### src/rtl/rf_pkg.sv
`default_nettype none
// ============================================================================
//  Module      : rf_pkg
//  Description : Shared constants for the register-file read scheduler:
//                bank/row/collector-ID widths, bank FIFO depth, the width of
//                the per-bank credit counters and the per-bank cost encoding.
//  Revision    : 1.0 - initial release
// ============================================================================
package rf_pkg;

    localparam int NUM_BANK   = 4;
    localparam int BANK_W     = 2;
    localparam int ROW_W      = 3;
    localparam int OCID_W     = 3;
    localparam int FIFO_DEPTH = 8;

    // One extra bit so the counter can hold FIFO_DEPTH itself.
    localparam int CREDIT_W   = $clog2(FIFO_DEPTH) + 1;

    // Credits a single request consumes in one bank.
    localparam int                COST_W    = 2;
    localparam logic [COST_W-1:0] COST_NONE = 2'd0;
    localparam logic [COST_W-1:0] COST_ONE  = 2'd1;
    localparam logic [COST_W-1:0] COST_TWO  = 2'd2;

    // Cost in one bank from "source 1 lands here" and "source 2 lands here and
    // is not merged into source 1's entry".
    function automatic logic [COST_W-1:0] bank_cost(input logic hit1, input logic hit2);
        logic [COST_W-1:0] cost;
        if (hit1 && hit2) begin
            cost = COST_TWO;
        end else if (hit1 || hit2) begin
            cost = COST_ONE;
        end else begin
            cost = COST_NONE;
        end
        return cost;
    endfunction

endpackage
`default_nettype wire

### src/rtl/rf_read_scheduler_rr_arbiter.sv
`default_nettype none
// ============================================================================
//  Module      : rr_arbiter
//  Description : N-wide round-robin arbiter. Grants the first eligible
//                requester found when scanning upward from i_ptr (wrapping).
//                Purely combinational; the caller owns the pointer register.
//  Ports       : i_eligible - per-requester eligibility
//                i_ptr      - index with highest priority this cycle
//                o_grant    - one-hot grant, zero when nothing is eligible
//  Revision    : 1.0 - initial release
// ============================================================================
module rr_arbiter #(
    parameter int N     = 4,
    parameter int PTR_W = (N > 1) ? $clog2(N) : 1
) (
    input  logic [N-1:0]     i_eligible,
    input  logic [PTR_W-1:0] i_ptr,
    output logic [N-1:0]     o_grant
);

    logic w_found;

    // Outer loop walks priority order (distance from the pointer), inner loop
    // finds the requester at that distance; the first hit wins.
    always_comb begin
        o_grant = '0;
        w_found = 1'b0;
        for (int off = 0; off < N; off++) begin
            for (int j = 0; j < N; j++) begin
                if (!w_found && i_eligible[j] && (((int'(i_ptr) + off) % N) == j)) begin
                    o_grant[j] = 1'b1;
                    w_found    = 1'b1;
                end
            end
        end
    end

endmodule
`default_nettype wire

### src/rtl/rf_read_scheduler.sv
`default_nettype none
// ============================================================================
//  Module      : rf_read_scheduler
//  Description : Arbitrates operand-read requests from NUM_OC operand
//                collectors into the per-bank register-file request FIFOs.
//                Per-bank credit counters keep every FIFO from overflowing;
//                two sources hitting the same bank row collapse into one
//                "same" entry.
//  Ports       : oc_*        - collector requests (flattened per collector)
//                oc_grant    - combinational one-hot grant
//                bank_pop    - FIFO dequeue strobes, one credit back each
//                bank_*      - registered push strobes and entry fields,
//                              valid for the cycle after the grant
//                credit_err  - sticky pop-while-full indication
//  Revision    : 1.0 - initial release
// ============================================================================
module rf_read_scheduler
    import rf_pkg::*;
#(
    parameter int NUM_OC = 4
) (
    input  logic                       clk,
    input  logic                       rst,
    input  logic [NUM_OC-1:0]          oc_req_valid,
    input  logic [NUM_OC-1:0]          oc_src1_valid,
    input  logic [NUM_OC-1:0]          oc_src2_valid,
    input  logic [NUM_OC*BANK_W-1:0]   oc_src1_bank,
    input  logic [NUM_OC*ROW_W-1:0]    oc_src1_row,
    input  logic [NUM_OC*BANK_W-1:0]   oc_src2_bank,
    input  logic [NUM_OC*ROW_W-1:0]    oc_src2_row,
    output logic [NUM_OC-1:0]          oc_grant,
    input  logic [NUM_BANK-1:0]        bank_pop,
    output logic [NUM_BANK-1:0]        bank_push,
    output logic [NUM_BANK-1:0]        bank_push2,
    output logic [NUM_BANK-1:0]        bank_same,
    output logic [NUM_BANK*ROW_W-1:0]  bank_row_a,
    output logic [NUM_BANK*ROW_W-1:0]  bank_row_b,
    output logic [NUM_BANK*OCID_W-1:0] bank_ocid,
    output logic                       credit_err
);

    localparam int                  c_PTR_W = (NUM_OC > 1) ? $clog2(NUM_OC) : 1;
    localparam logic [CREDIT_W-1:0] c_FULL  = CREDIT_W'(FIFO_DEPTH);

    logic [BANK_W-1:0]   w_s1_bank [NUM_OC];
    logic [BANK_W-1:0]   w_s2_bank [NUM_OC];
    logic [ROW_W-1:0]    w_s1_row  [NUM_OC];
    logic [ROW_W-1:0]    w_s2_row  [NUM_OC];
    logic [NUM_OC-1:0]   w_same_row;
    logic [NUM_BANK-1:0] w_hit1    [NUM_OC];
    logic [NUM_BANK-1:0] w_hit2    [NUM_OC];
    logic [COST_W-1:0]   w_cost    [NUM_OC][NUM_BANK];
    logic [NUM_OC-1:0]   w_elig;
    logic [NUM_OC-1:0]   w_arb_grant;
    logic [NUM_OC-1:0]   w_grant;
    logic                w_any;
    logic [c_PTR_W-1:0]  w_gidx;
    logic [COST_W-1:0]   w_debit   [NUM_BANK];

    logic [CREDIT_W-1:0]        r_credit [NUM_BANK];
    logic [c_PTR_W-1:0]         r_ptr;
    logic [NUM_BANK-1:0]        r_push;
    logic [NUM_BANK-1:0]        r_push2;
    logic [NUM_BANK-1:0]        r_same;
    logic [NUM_BANK*ROW_W-1:0]  r_row_a;
    logic [NUM_BANK*ROW_W-1:0]  r_row_b;
    logic [NUM_BANK*OCID_W-1:0] r_ocid;
    logic                       r_credit_err;

    // Unpack the flattened request fields and detect same-bank/same-row pairs.
    always_comb begin
        for (int i = 0; i < NUM_OC; i++) begin
            w_s1_bank[i]  = oc_src1_bank[i*BANK_W +: BANK_W];
            w_s2_bank[i]  = oc_src2_bank[i*BANK_W +: BANK_W];
            w_s1_row[i]   = oc_src1_row[i*ROW_W +: ROW_W];
            w_s2_row[i]   = oc_src2_row[i*ROW_W +: ROW_W];
            w_same_row[i] = oc_src1_valid[i] && oc_src2_valid[i] &&
                            (w_s1_bank[i] == w_s2_bank[i]) &&
                            (w_s1_row[i] == w_s2_row[i]);
        end
    end

    // Per-bank cost of each collector's request. A merged source 2 is folded
    // into source 1's entry, so it never costs a credit of its own.
    always_comb begin
        for (int i = 0; i < NUM_OC; i++) begin
            w_hit1[i] = '0;
            w_hit2[i] = '0;
            for (int b = 0; b < NUM_BANK; b++) begin
                w_hit1[i][b] = oc_src1_valid[i] && (w_s1_bank[i] == BANK_W'(b));
                w_hit2[i][b] = oc_src2_valid[i] && (w_s2_bank[i] == BANK_W'(b)) && !w_same_row[i];
                w_cost[i][b] = bank_cost(w_hit1[i][b], w_hit2[i][b]);
            end
        end
    end

    // Eligibility uses only the registered credits; same-cycle pops are not
    // forwarded so the check stays off the pop path.
    always_comb begin
        for (int i = 0; i < NUM_OC; i++) begin
            w_elig[i] = oc_req_valid[i];
            for (int b = 0; b < NUM_BANK; b++) begin
                if ({{(CREDIT_W-COST_W){1'b0}}, w_cost[i][b]} > r_credit[b]) begin
                    w_elig[i] = 1'b0;
                end
            end
        end
    end

    rr_arbiter #(
        .N     (NUM_OC),
        .PTR_W (c_PTR_W)
    ) u_rr_arbiter (
        .i_eligible (w_elig),
        .i_ptr      (r_ptr),
        .o_grant    (w_arb_grant)
    );

    always_comb begin
        w_grant = rst ? '0 : w_arb_grant;
        w_any   = |w_grant;
        w_gidx  = '0;
        for (int i = 0; i < NUM_OC; i++) begin
            if (w_grant[i]) begin
                w_gidx = c_PTR_W'(i);
            end
        end
        for (int b = 0; b < NUM_BANK; b++) begin
            w_debit[b] = w_any ? w_cost[w_gidx][b] : COST_NONE;
        end
    end

    always_ff @(posedge clk) begin
        if (rst) begin
            for (int b = 0; b < NUM_BANK; b++) begin
                r_credit[b] <= c_FULL;
            end
            r_ptr        <= '0;
            r_push       <= '0;
            r_push2      <= '0;
            r_same       <= '0;
            r_row_a      <= '0;
            r_row_b      <= '0;
            r_ocid       <= '0;
            r_credit_err <= 1'b0;
        end else begin
            if (w_any) begin
                r_ptr <= (w_gidx == c_PTR_W'(NUM_OC - 1)) ? '0 : w_gidx + 1'b1;
            end
            for (int b = 0; b < NUM_BANK; b++) begin
                r_push[b]  <= w_debit[b] != COST_NONE;
                r_push2[b] <= w_debit[b] == COST_TWO;
                r_same[b]  <= w_any && w_same_row[w_gidx] && w_hit1[w_gidx][b];
                // Entry A is source 1 whenever source 1 targets this bank,
                // otherwise it carries source 2. Entry B only ever holds
                // source 2. Fields of untouched banks keep their old values.
                if (w_debit[b] != COST_NONE) begin
                    r_row_a[b*ROW_W +: ROW_W]   <= w_hit1[w_gidx][b] ? w_s1_row[w_gidx] : w_s2_row[w_gidx];
                    r_row_b[b*ROW_W +: ROW_W]   <= w_s2_row[w_gidx];
                    r_ocid[b*OCID_W +: OCID_W]  <= OCID_W'(w_gidx);
                end
                // A pop against a full counter with nothing debited would
                // overflow: hold at full and flag it.
                if (bank_pop[b] && (r_credit[b] == c_FULL) && (w_debit[b] == COST_NONE)) begin
                    r_credit_err <= 1'b1;
                end else begin
                    r_credit[b] <= r_credit[b]
                                 - {{(CREDIT_W-COST_W){1'b0}}, w_debit[b]}
                                 + {{(CREDIT_W-1){1'b0}}, bank_pop[b]};
                end
            end
        end
    end

    assign oc_grant   = w_grant;
    assign bank_push  = r_push;
    assign bank_push2 = r_push2;
    assign bank_same  = r_same;
    assign bank_row_a = r_row_a;
    assign bank_row_b = r_row_b;
    assign bank_ocid  = r_ocid;
    assign credit_err = r_credit_err;

endmodule
`default_nettype wire

### config.mk
export PLATFORM = sky130hd
export DESIGN_NAME = rf_read_scheduler
export DESIGN_NICKNAME = d
export VERILOG_FILES = /design/src/rtl/rf_pkg.sv /design/src/rtl/rf_read_scheduler_rr_arbiter.sv /design/src/rtl/rf_read_scheduler.sv
export SDC_FILE = /design/constraint.sdc
export NUM_CORES = 1
export LEC_CHECK = 0
export ABC_AREA = 1
export CORE_ASPECT_RATIO = 1.5
export CORE_MARGIN = 3
export CORE_UTILIZATION = 25
export CTS_BUF_LIST = sky130_fd_sc_hd__clkbuf_4
export DETAILED_ROUTE_END_ITERATION = 10
export PLACE_DENSITY = 0.45
export SLEW_MARGIN = 20
export SYNTH_ARGS = -nofsm -noshare
export SYNTH_HDL_FRONTEND = slang
export SYNTH_SLANG_ARGS = --single-unit
### constraint.sdc
create_clock -name clk -period 19.16 [get_ports clk]
set_input_delay 5.748 -clock clk [delete_from_list [all_inputs] [get_ports clk]]
set_output_delay 5.748 -clock clk [all_outputs]
set_load 0.1 [all_outputs]
==> summary.md <==
| Metric | Value |
|---|---|
| Area growth, synth to finish | `24.6%` |
| Fill cells | `2,583` |
| Initial antenna violation count | `1` |
| Avg Cell Area, Syn | `6.89 sq um` |
| RR Startpoint | `r_credit[2][1]` |
| Synth top cells by count | `165 x nand2_1, 145 x inv_1, 92 x nor2_1` |
| Clk Latency, worst-skew pair | `410 ps` |
| Ratio of cells with drive above 1 in the final layout | `7.35%` |
| Post-layout min period | `16,440 ps` |
| Site row count | `68` |
| Crit-path max cell delay | `1140 ps` |
| Clock transition at path regs | `roughly 130 ps` |
| Worst-path maximum fanout | `16` |
| RSZ-0062 raised after global routing | `false` |
| WP depth | `27` |
| CP most frequent cell | `inv_1` |
| Cell taking the most area after synthesis | `ha_1` |
| Post CTS Setup Buffer Count | `0` |
| Longest Clk Path Bufs | `2` |
| Count leader, synth | `nand2_1` |
| WL/cell | `between 15 and 20 um` |
| Slew Limit Headroom | `32.0%` |
| Area contributors post-synth | `ha_1 16%, dfxtp_1 16%, nand2_1 11%` |
| TritonCTS Buffers | `9` |
| Via density per instance | `4.48` |
| Hold path endpoint | `bank_row_b[7]` |
| CP bufs+invs | `7` |
| Crit-path slowest cell | `clkdlybuf4s50_1` |
| Mapped Cells | `853` |
| CP startpoint kind | `primary input` |
| Yosys top cell area share | `16.2%` |
| CTS tree | `yes` |
| Min-Delay Startpoint | `bank_row_b[7]` |
| Vias in the first global route | `just under 6,000` |
| Ys Warns | `0` |
| Post-synthesis cell type count | `48` |
| GRT Overall Usage | `between 15 and 20%` |
| Final Hold Fails | `0` |
| Die Y-Extent | `194 um` |
| Port Buffers | `about 110` |
| Fin crit share | `85.8%` |
| GPL Wtd Cong | `~0.85` |
| Nets | `1,086` |
| Residual DRC | `0` |
| Hold path cells | `2` |
| Hold-fix buffers at CTS | `0` |
| Sequential share of the synthesized area | `24.2%` |
| Measured slew at the worst slew-check pin | `1020 ps` |
| Iter 0 DRT Violations | `roughly 220` |
| Setup WS post-layout | `about 2700 ps` |
| Setup Viol. Count Final | `0` |
| Final ANT Viol Nets | `0` |
| H-tree depth | `3` |
| Area of the mapped netlist | `slightly below 6000 sq um` |
| EDFF count, synth | `16` |
| FFs w/ async S/R, synth | `0%` |
| Routed WL | `19.6 mm` |
| Clock Sinks | `63` |
| Core ar. | `23,100 sq um` |
| CTS root buffer | `clkbuf_4` |
| Die X | `around 130 um` |
| Status | `finished, final reports clean` |
| Area of the multi-input gates | `3660 sq um` |
| Tightest Hold Check Type | `reg2reg` |
| Total die area | `25,400 sq um` |
| Post-synthesis register bit count | `63` |
| Via Count | `5,685` |
| Max frequency | `between 60 and 70 MHz` |
| Pre-CTS setup slack | `2670 ps` |
| TNS Setup | `0 ps` |
| R2R Setup Slk | `approximately 14,000 ps` |
| Hold_ws | `a little under 500 ps` |
| Initial Utilization | `25.5%` |
| Worst path required time | `13,410 ps` |
| Worst setup path category | `in2out` |
| Pin count of the biggest net entering global routing | `40` |
| Final slew viol count | `0` |
| Total grt overflow | `0` |
| Max Cap Viol | `0` |
| Drt first pass iters | `6` |
| FF+latch area | `1420 sq um` |
| WP data arrival | `approximately 11,000 ps` |
| Top Ports | `111` |
| Main flop type after synthesis | `dfxtp_1` |
| Final worst clock skew | `17.4 ps` |
| First-pass GRT wire length | `about 31 mm` |
| DP HPWL | `~16 mm` |
| RR Endpoint | `r_credit[1][3]` |
| Crit. End Element | `output port` |
| R2R depth | `28` |
| Delay-heaviest family, CP | `buffers and inverters` |
| Cts repair resizes | `0` |
| Post-layout util | `31.8%` |
## registers in the layout (all words and copies together) (netlist names)
| signal | flops |
|---|---|
| r_credit | 16 |
| r_ptr | 2 |
| bank_push | 4 |
| bank_row_b | 12 |
| credit_err | 1 |
| bank_row_a | 12 |
| bank_same | 4 |
| bank_ocid | 8 |
| bank_push2 | 4 |
## layout make-up
class | count | share of cell area, %
inverter | 159 | 8.22
sequential | 63 | 19.4
multi-input combinational | 608 | 50.0
clock inverter | 7 | 1.40
tap | 315 | 5.38
clock buffer | 9 | 0.923
timing repair buffer | 107 | 14.6
antenna | 1 | 0.0342
## through the flow
stage               instances  instance area [sq um]
CTS                      1268                   7320
detailed placement       1252                   7150
finish                   1269                   7320
global placement         1252                   7150
global route             1269                   7320
floorplan                 856                   5890
## worst max-delay path by stage
stage,to,from,slack [ps]
2_1_floorplan,oc_grant[0],oc_src2_row[6],3730
3_3_place_gp,oc_grant[3],oc_src1_bank[5],2710
3_5_place_dp,oc_grant[1],oc_src1_bank[5],2670
4_1_cts,oc_grant[1],oc_src1_bank[5],2670
5_1_grt,oc_grant[3],oc_src1_bank[4],2250
6_report,oc_grant[1],oc_src1_bank[7],2720
## worst reg2reg max path: cells and delay by family (launching register included)
family / cells / cell delay, ps
XOR/XNOR: 1 / 150
flip-flops: 1 / 450
AND/OR/NAND/NOR: 19 / 2500
buffers and inverters: 3 / 770
adder cells (fa/ha/maj): 3 / 860
AO/OA/AOI/OAI: 2 / 300
## per-layer routing
metal / GRT usage (%) / up-vias / part of all wire [%]
met2: 30.0 / 120 / 55
met1: 17.0 / 2596 / 40
met5: 0 / - / 0
met3: 1.97 / 23 / 2.9
met4: 5.25 / 0 / 2.4
li1: - / 2946 / -
## cell usage in the layout (no fill, tap or decap), types with 6 or more instances in the layout
cell type and instances:
nand2_1 165, inv_1 145, clkdlybuf4s50_1 106, nor2_1 92, ha_1 76, nand3_1 50
dfxtp_1 47, a21oi_1 44, o21ai_0 33, nor3_1 20, o21ai_1 19, nand2_2 16
edfxtp_1 16, inv_2 11, o211ai_1 10, clkbuf_4 9, nand4_1 8, or2_1 8
nand3_2 7, o22ai_1 6, o21bai_1 6, xor2_1 6
## cells by family (layout without fill, tap and decap cells)
family | count (synthesis) | after routing | synth area share [%]
AO/OA/AOI/OAI | 135 | 135 | 13.8
XOR/XNOR | 10 | 10 | 1.49
AND/OR/NAND/NOR | 379 | 379 | 29.3
buffers and inverters | 185 | 282 | 13.7
flip-flops | 63 | 63 | 24.2
other | 1 | 5 | 0.0638
adder cells (fa/ha/maj) | 80 | 80 | 17.6
Power is left out: the tool's default activity adds up to more than one toggle a clock period on the data nets, which glitch-free logic cannot reach.
